`config.mk`:
```
export PLATFORM = sky130hd
export DESIGN_NAME = pass_bank
export DESIGN_NICKNAME = d
export VERILOG_FILES = /design/src/rtl/pass_pkg.sv /design/src/rtl/pass_chan.sv /design/src/rtl/pass_bank.sv
export SDC_FILE = /design/constraint.sdc
export NUM_CORES = 1
export LEC_CHECK = 0
export CAP_MARGIN = 20
export CORE_ASPECT_RATIO = 1.25
export CORE_MARGIN = 4
export CORE_UTILIZATION = 40
export DETAILED_ROUTE_END_ITERATION = 16
export PLACE_DENSITY_LB_ADDON = 0.15
export SYNTH_ARGS = -nofsm -noshare
export SYNTH_HDL_FRONTEND = slang
export SYNTH_SLANG_ARGS = --single-unit
```
`constraint.sdc`:
```
create_clock -name clk -period 2.8 [get_ports clk]
set_input_delay 0.56 -clock clk [delete_from_list [all_inputs] [get_ports clk]]
set_output_delay 0.56 -clock clk [all_outputs]
set_load 0.02 [all_outputs]
```
`src/rtl/pass_pkg.sv`:
```
// Shared mode encodings and counter sizing for the pass_bank inhibit gate.
package pass_pkg;

    localparam logic [1:0] MODE_DIRECT  = 2'd0;
    localparam logic [1:0] MODE_HOLDOFF = 2'd1;
    localparam logic [1:0] MODE_STICKY  = 2'd2;
    localparam logic [1:0] MODE_PULSE   = 2'd3;

    // Hold-off counter width: enough bits to hold HOLD, never less than one.
    function automatic int cnt_width(input int hold);
        int w;
        w = $clog2(hold + 1);
        return (w < 1) ? 1 : w;
    endfunction

endpackage

```
`src/rtl/pass_chan.sv`:
```
// One channel of the inhibit gate: hold-off counter, pass history and the
// registered pass/inhibit outputs.
module pass_chan
    import pass_pkg::*;
#(
    parameter int HOLD = 4,
    parameter int CW   = cnt_width(HOLD)
) (
    input  logic       clk,
    input  logic       reset,
    input  logic       clear_i,
    input  logic       mchg_i,
    input  logic [1:0] mode_i,
    input  logic       x_i,
    input  logic       y_i,
    output logic       f_o,
    output logic       f_d_o,
    output logic       inh_o
);

    localparam logic [CW-1:0] HOLD_C = CW'(HOLD);

    logic [CW-1:0] cnt_q, cnt_d;
    logic          pass_q, pass_d;
    logic          f_q, f_d;
    logic          inh_q, inh_d;
    logic          inhibit_c, pass_c;

    // NOTE: every output of this block is given a default first, so no path
    // leaves a signal unassigned and no latch is inferred.
    always_comb begin
        cnt_d = cnt_q;
        if (clear_i) begin
            cnt_d = '0;
        end else if (x_i) begin
            cnt_d = HOLD_C;
        end else if (cnt_q != '0) begin
            cnt_d = cnt_q - 1'b1;
        end

        inhibit_c = (mode_i == MODE_DIRECT) ? x_i : (x_i | (cnt_q != '0));
        pass_c    = y_i & ~inhibit_c;

        case (mode_i)
            MODE_STICKY: f_d = x_i ? 1'b0 : (f_q | pass_c);
            MODE_PULSE:  f_d = pass_c & ~pass_q;
            default:     f_d = pass_c;
        endcase
        pass_d = pass_c;

        // Clear and a mode switch both flush the output and the edge history.
        if (clear_i || mchg_i) begin
            f_d    = 1'b0;
            pass_d = 1'b0;
        end

        inh_d = x_i | (cnt_d != '0);
    end

    // NOTE: sequential state uses non-blocking assignments so all registers
    // update together from values sampled before the edge.
    always_ff @(posedge clk) begin
        if (reset) begin
            cnt_q  <= '0;
            pass_q <= 1'b0;
            f_q    <= 1'b0;
            inh_q  <= 1'b0;
        end else begin
            cnt_q  <= cnt_d;
            pass_q <= pass_d;
            f_q    <= f_d;
            inh_q  <= inh_d;
        end
    end

    assign f_o   = f_q;
    assign f_d_o = f_d;
    assign inh_o = inh_q;

endmodule

```
`src/rtl/pass_bank.sv`:
```
// Multi-channel registered inhibit gate (f = ~x & y) with run-time selectable
// hold-off, sticky and pulse behaviour.
module pass_bank
    import pass_pkg::*;
#(
    parameter int WIDTH = 8,
    parameter int HOLD  = 4
) (
    input  logic             clk,
    input  logic             reset,
    input  logic [1:0]       mode,
    input  logic             clear,
    input  logic [WIDTH-1:0] x,
    input  logic [WIDTH-1:0] y,
    output logic [WIDTH-1:0] f,
    output logic [WIDTH-1:0] inh,
    output logic             any
);

    logic [1:0]       mode_q;
    logic             any_q;
    logic             mchg;
    logic [WIDTH-1:0] f_d;

    // A new mode only steers the channels from the edge after it is seen.
    assign mchg = (mode != mode_q);

    for (genvar i = 0; i < WIDTH; i++) begin : g_chan
        pass_chan #(
            .HOLD (HOLD)
        ) u_chan (
            .clk     (clk),
            .reset   (reset),
            .clear_i (clear),
            .mchg_i  (mchg),
            .mode_i  (mode_q),
            .x_i     (x[i]),
            .y_i     (y[i]),
            .f_o     (f[i]),
            .f_d_o   (f_d[i]),
            .inh_o   (inh[i])
        );
    end

    always_ff @(posedge clk) begin
        if (reset) begin
            mode_q <= MODE_DIRECT;
            any_q  <= 1'b0;
        end else begin
            mode_q <= mode;
            any_q  <= |f_d;
        end
    end

    assign any = any_q;

endmodule

```
==> out/qor.yml, run 1 <==
antenna_found_initial: 0
ys_warn_count: 0
place_congestion: 0.756
routedWlPerCell_um: 12.6
cts_tree: "done"
rsz0062_at_grt: "no"
drc: 0
synth_edf_count: 0
drt-initial-drc-count: 73
globalRouteTotalUtil: 0.139
fmax_mhz: 508
fp.dieH_um: 97.1
reg2reg_depth: 6
synthTopCellsByCount: "dfxtp_1 (51), nor2_1 (37), inv_1 (23)"
vias: 1868
drive_above_1_share: 0.0852
rows: 32
cp_num_cells: 6
nFillCells: 636
path_clk_slew_ns: 0.09
use_met2: 0.220
power_leakage_nw: 1.08
grt.met1_usage: 0.181
clk_latency_ns: 0.30
diodes: 0
crit_slowest_cell: "dfxtp_1"
cp.buffers_inverters: 0
crit_arrival_ns: 2.20
hp-class: "register to register"
synthMostInstantiatedCell: "dfxtp_1"
detail_route.first_pass.iterations: 4
synthCells: 282
path_class: "register to register"
crit_fanout: 14
finalHoldViolCount: 0
postCtsSetupBuffers: 0
cellPowerDensity_nw_per_um2: 478
synth_seq_cells: 51
synthArstFlopShare: 0
ir_drop_mv: 0.245
dieWidth_um: 79.3
post_cts_resized: 0
boundaryPins: 38
cts.sinks: 51
vias_per_cell: 4.79
grt_first_pass_wirelength_um: 8510
setup_viol: 0
cts_buffers: 5
clockRootBuffer: "clkbuf_8"
synth_cell_types: 42
start_kind: "register"
hold_buffers: 0
synthTopCellsByArea: "dfxtp_1 (40%), ha_1 (7.9%), nor2_1 (5.5%)"
core_um2: 6170
fin_crit_ns: 1.97
max_cap_violations: 0
hold_slack_ns: 0.519
fin_crit_sh: 0.702
cts-htree-levels: 2
yosysSeqAreaShare: 0.402
cpPeakStageDelay_ns: 0.72
outcome: "completed"
maxSlewHeadroom: 0.593
synth_nets: 319
busiest_layer: "met2"
port_buffers: 37
cp_cell_sequence: "xor2_1 > nor3_4 > nand2b_2 > a21oi_2 > and3b_1 > a41oi_2"
nets: 342
area_delta_synth_final_pct: 16.8
clk_path_buf_depth: 2
skew_ns: 0.00815
grt_pass1_vias: 1796
met3_usage: 0.0325
dieArea_um2: 7700
grt_max_degree: 25
path_delay_family: "flip-flops"
antenna_left: 0
tns_ns: 0
hold-path-cell-count: 3
grt-ovfl-total: 0
drt_wl_total_um: 4920
synth.avg_cell_area_um2: 9.01
slew_viol_final: 0
synth_top_area_share: 0.402
initial_core_util: 0.412
yosys.area.top_type: "dfxtp_1"
synth_flop_cell: "dfxtp_1"
worstMarginPinSlew_ns: 0.610
critPathRequiredTime_ns: 3.03
syn_area_um2: 2540
place.detailed.hpwl_um: 3560
worstSetupEndpointType: "register"
-- power by group --
part | leakage, nW | internal (W) | total, W | switching, W
clock network | 0.0470 | 0.000195 | 0.000433 | 0.000238
logic | 0.620 | 0.000103 | 0.000218 | 0.000115
registers | 0.416 | 0.000752 | 0.000768 | 0.0000159
-- path summary, 6_finish.rpt --
check | startpoint | to | slack [ns]
setup / recovery | mode_q[1] | any | 0.83
hold reg to reg | g_chan[4].u_chan.pass_q | g_chan[4].u_chan.f_o | 0.52
setup reg to reg | mode_q[1] | any | 0.83
hold / removal | g_chan[4].u_chan.pass_q | g_chan[4].u_chan.f_o | 0.52
-- metrics by stage --
stage / cell area, um2 / util / total power, W / worst slack, ns / std cells
floorplan: 2540 / - / 0.000929 / 1.17 / 282
global placement: 2880 / 0.467 / 0.00101 / 0.618 / 383
detailed placement: 2880 / 0.467 / 0.00101 / 0.565 / 383
CTS: 2970 / 0.481 / 0.00144 / 0.804 / 390
global route: 2970 / 0.481 / 0.00149 / 0.644 / 390
finish: 2970 / 0.481 / 0.00142 / 0.833 / 390
-- sequential cells by signal, indices dropped and copies added (netlist names) --
signal                count
g_chan.u_chan.f_o         8
g_chan.u_chan.cnt_q      24
g_chan.u_chan.inh_o       8
mode_q                    2
any                       1
g_chan.u_chan.pass_q      8
-- layer usage --
layer,up-vias,routed length (um),part of all wire
met5,-,0,0
met4,0,65,0.013
met3,6,204,0.041
met2,34,2380,0.48
met1,852,2270,0.46
li1,976,-,-
-- cell families after synthesis --
group                    count (synthesis)  synth area share
AO/OA/AOI/OAI                           48             0.145
XOR/XNOR                                 9            0.0310
adder cells (fa/ha/maj)                 16            0.0788
buffers and inverters                   47             0.102
flip-flops                              51             0.402
multiplexers                             1           0.00394
AND/OR/NAND/NOR                        110             0.237
-- cells in the final DEF (no fill, tap or decap), drive strengths merged, types with 3 or more instances in the layout --
cell type / instances
nand3b: 8
a2111oi: 8
nor2b: 20
clkbuf: 6
xnor2: 7
nor3: 9
inv: 23
nand2b: 3
clkdlybuf4s50: 37
o21ai: 18
or3: 6
nand3: 6
nor2: 38
ha: 16
dfxtp: 51
buf: 3
nand2: 11
a21oi: 14
-- layout make-up --
cell class,instances,area (um2),area share
multi-input cells,184,1260,0.425
repair buffers,40,405,0.137
flip-flops and latches,51,1020,0.344
clock buffers,6,82.6,0.0278
clock inverters,1,5.00,0.00169
inverters,23,86.3,0.0291
well taps,85,106,0.0358
-- worst min-delay path: stages, from the launching register on --
cell and delay, ns:
dfxtp_1 0.32, nand2_1 0.04, nand3_1 0.09, nor2_1 0.04
(Power assumes the default switching activity.)
==> run 2, diff against run 1 <==
- clock period: 2.8 -> 1.95 ns (I/O delays scaled with it)
==> run 2 against run 1 <==
  * First-iteration DRC count decreased by 56%
  * Sequential power increased by 43%
  * Critical path depth increased by 2
  * Die area unchanged
  * Register-to-register slack got worse by 0.62 ns
  * Non-clock buffer count increased by 15
  * Hold slack improved by 0.0047 ns
  * Clock-buffer cell count increased by 1
  * Critical path type unchanged
  * Critical endpoint unchanged
==> out/qor.yml, run 2 (same netlist as run 1, synthesis figures left out) <==
antenna_found_initial: 0
grt_first_pass_wirelength_um: 8850
clockRootBuffer: "clkbuf_8"
cpPeakStageDelay_ns: 0.31
cts-htree-levels: 2
clkPwrFrac: 0.286
rr_startpoint: "g_chan[3].u_chan.cnt_q[0]"
power_leakage_nw: 1.16
critPathRequiredTime_ns: 2.18
hold-path-cell-count: 2
slew_viol_final: 0
start_kind: "register"
routedWlPerCell_um: 12.7
fin_crit_sh: 0.889
cellPowerDensity_nw_per_um2: 657
crit_arrival_ns: 1.96
max_cap_violations: 0
p_int_w: 0.00150
grt-ovfl-total: 0
vias: 1939
grt_max_degree: 23
cp_cell_sequence: "inv_1 > ha_1 > and2b_1 > o21ai_0 > a221oi_2 > nand2_1 > and3b_1 > a41oi_2"
place_congestion: 0.772
port_buffers: 37
fp.dieH_um: 97.1
finalHoldViolCount: 0
most-common-layout-cells: "dfxtp_1 (51), nor2_1 (37), clkdlybuf4s50_1 (37)"
ir_drop_mv: 0.336
r2r_slack_ns: 0.22
fin_crit_ns: 1.73
antenna_left: 0
drive_above_1_share: 0.134
post_cts_resized: 0
worstSetupEndpointType: "register"
dieArea_um2: 7700
drc: 0
place.detailed.hpwl_um: 3910
hold_buffers: 0
outcome: "completed"
cts_buffers: 5
layout_commonest_cell: "dfxtp_1"
cts.sinks: 51
skew_ns: 0.00279
clk_path_buf_depth: 2
power.total_w: 0.00203
hp-class: "register to register"
detail_route.first_pass.iterations: 4
reg2reg_depth: 8
hold_path.startpoint: "g_chan[7].u_chan.cnt_q[1]"
globalRouteTotalUtil: 0.144
diodes: 0
nFillCells: 619
drt_wl_total_um: 5140
grt_pass1_vias: 1965
crit_slowest_cell: "dfxtp_1"
drt-initial-drc-count: 32
fmax_mhz: 577
rows: 32
maxSlewHeadroom: 0.670
core_um2: 6170
area_delta_synth_final_pct: 21.4
boundaryPins: 38
path_class: "register to register"
worstMarginPinSlew_ns: 0.494
dieWidth_um: 79.3
path_clk_slew_ns: 0.09
hold_slack_ns: 0.524
swShare: 0.259
r2r_end: "any"
crit_fanout: 5
power_switching_w: 0.000524
seq_power_share: 0.543
setup_viol: 0
initial_core_util: 0.412
postCtsSetupBuffers: 0
worstHoldEndpoint: "g_chan[7].u_chan.cnt_q[1]"
cts_tree: "done"
vias_per_cell: 4.78
regMostFlops: "g_chan.u_chan.cnt_q"
rsz0062_at_grt: "no"
combPwrFrac: 0.170
largest_reg_flops: 24
clk_latency_ns: 0.29
nets: 357
[run 2: metrics by stage]
stage / setup TNS (ns) / instances / utilization / setup WS, ns / cell area, um2
6_report: 0 / 406 / 0.500 / 0.216 / 3080
5_1_grt: 0 / 406 / 0.500 / 0.0399 / 3080
4_1_cts: 0 / 406 / 0.498 / 0.105 / 3070
3_5_place_dp: -0.00699 / 398 / 0.485 / -0.00699 / 2990
3_3_place_gp: 0 / 398 / 0.485 / 0.0263 / 2990
2_1_floorplan: 0 / 282 / - / 0.318 / 2540
[run 2: power by group through the flow]
stage | combinational, W | sequential [W] | clock (W)
5_1_grt | 0.000381 | 0.00111 | 0.000652
3_5_place_dp | 0.000345 | 0.00113 | 0
3_3_place_gp | 0.000343 | 0.00113 | 0
4_1_cts | 0.000347 | 0.00110 | 0.000610
6_report | 0.000345 | 0.00110 | 0.000580
2_1_floorplan | 0.000215 | 0.00112 | 0
[run 2: worst max-delay path: cells and delay by family, from the launching register on]
kind | cells | cell delay (ns)
flip-flops | 1 | 0.31
buffers and inverters | 1 | 0.10
adder cells (fa/ha/maj) | 1 | 0.17
AND/OR/NAND/NOR | 3 | 0.50
AO/OA/AOI/OAI | 3 | 0.58
[run 2: how the worst max path moves through the flow]
stage | start | to | slack (ns) | cells after the start
after global routing | g_chan[3].u_chan.cnt_q[0] | any | 0.04 | 8
after floorplan | g_chan[1].u_chan.cnt_q[1] | any | 0.32 | 8
final | g_chan[3].u_chan.cnt_q[0] | any | 0.22 | 8
after detailed placement | clear | any | -0.007 | 8
after CTS | g_chan[2].u_chan.cnt_q[1] | any | 0.11 | 8
after global placement | clear | any | 0.03 | 8
[run 2: cell type report]
type | instances | area, um2 | share of cell area
clock buffers | 7 | 76.3 | 0.0247
clock inverters | 1 | 5.00 | 0.00162
well taps | 85 | 106 | 0.0345
inverters | 23 | 86.3 | 0.0280
multi-input cells | 184 | 1270 | 0.412
repair buffers | 55 | 518 | 0.168
flip-flops and latches | 51 | 1020 | 0.331
[run 2: layer usage]
metal / track usage / vias to the layer above / part of all wire
met2: 0.240 / 32 / 0.49
li1: - / 1010 / -
met3: 0.0371 / 9 / 0.036
met4: 0.0489 / 0 / 0.018
met1: 0.178 / 888 / 0.46
met5: 0 / - / 0
==> run 3, diff against run 2 <==
- CAP_MARGIN: 20 -> 15
==> results of run 3 <==
The final DEF is identical to that of run 2; final timing and power are the same.
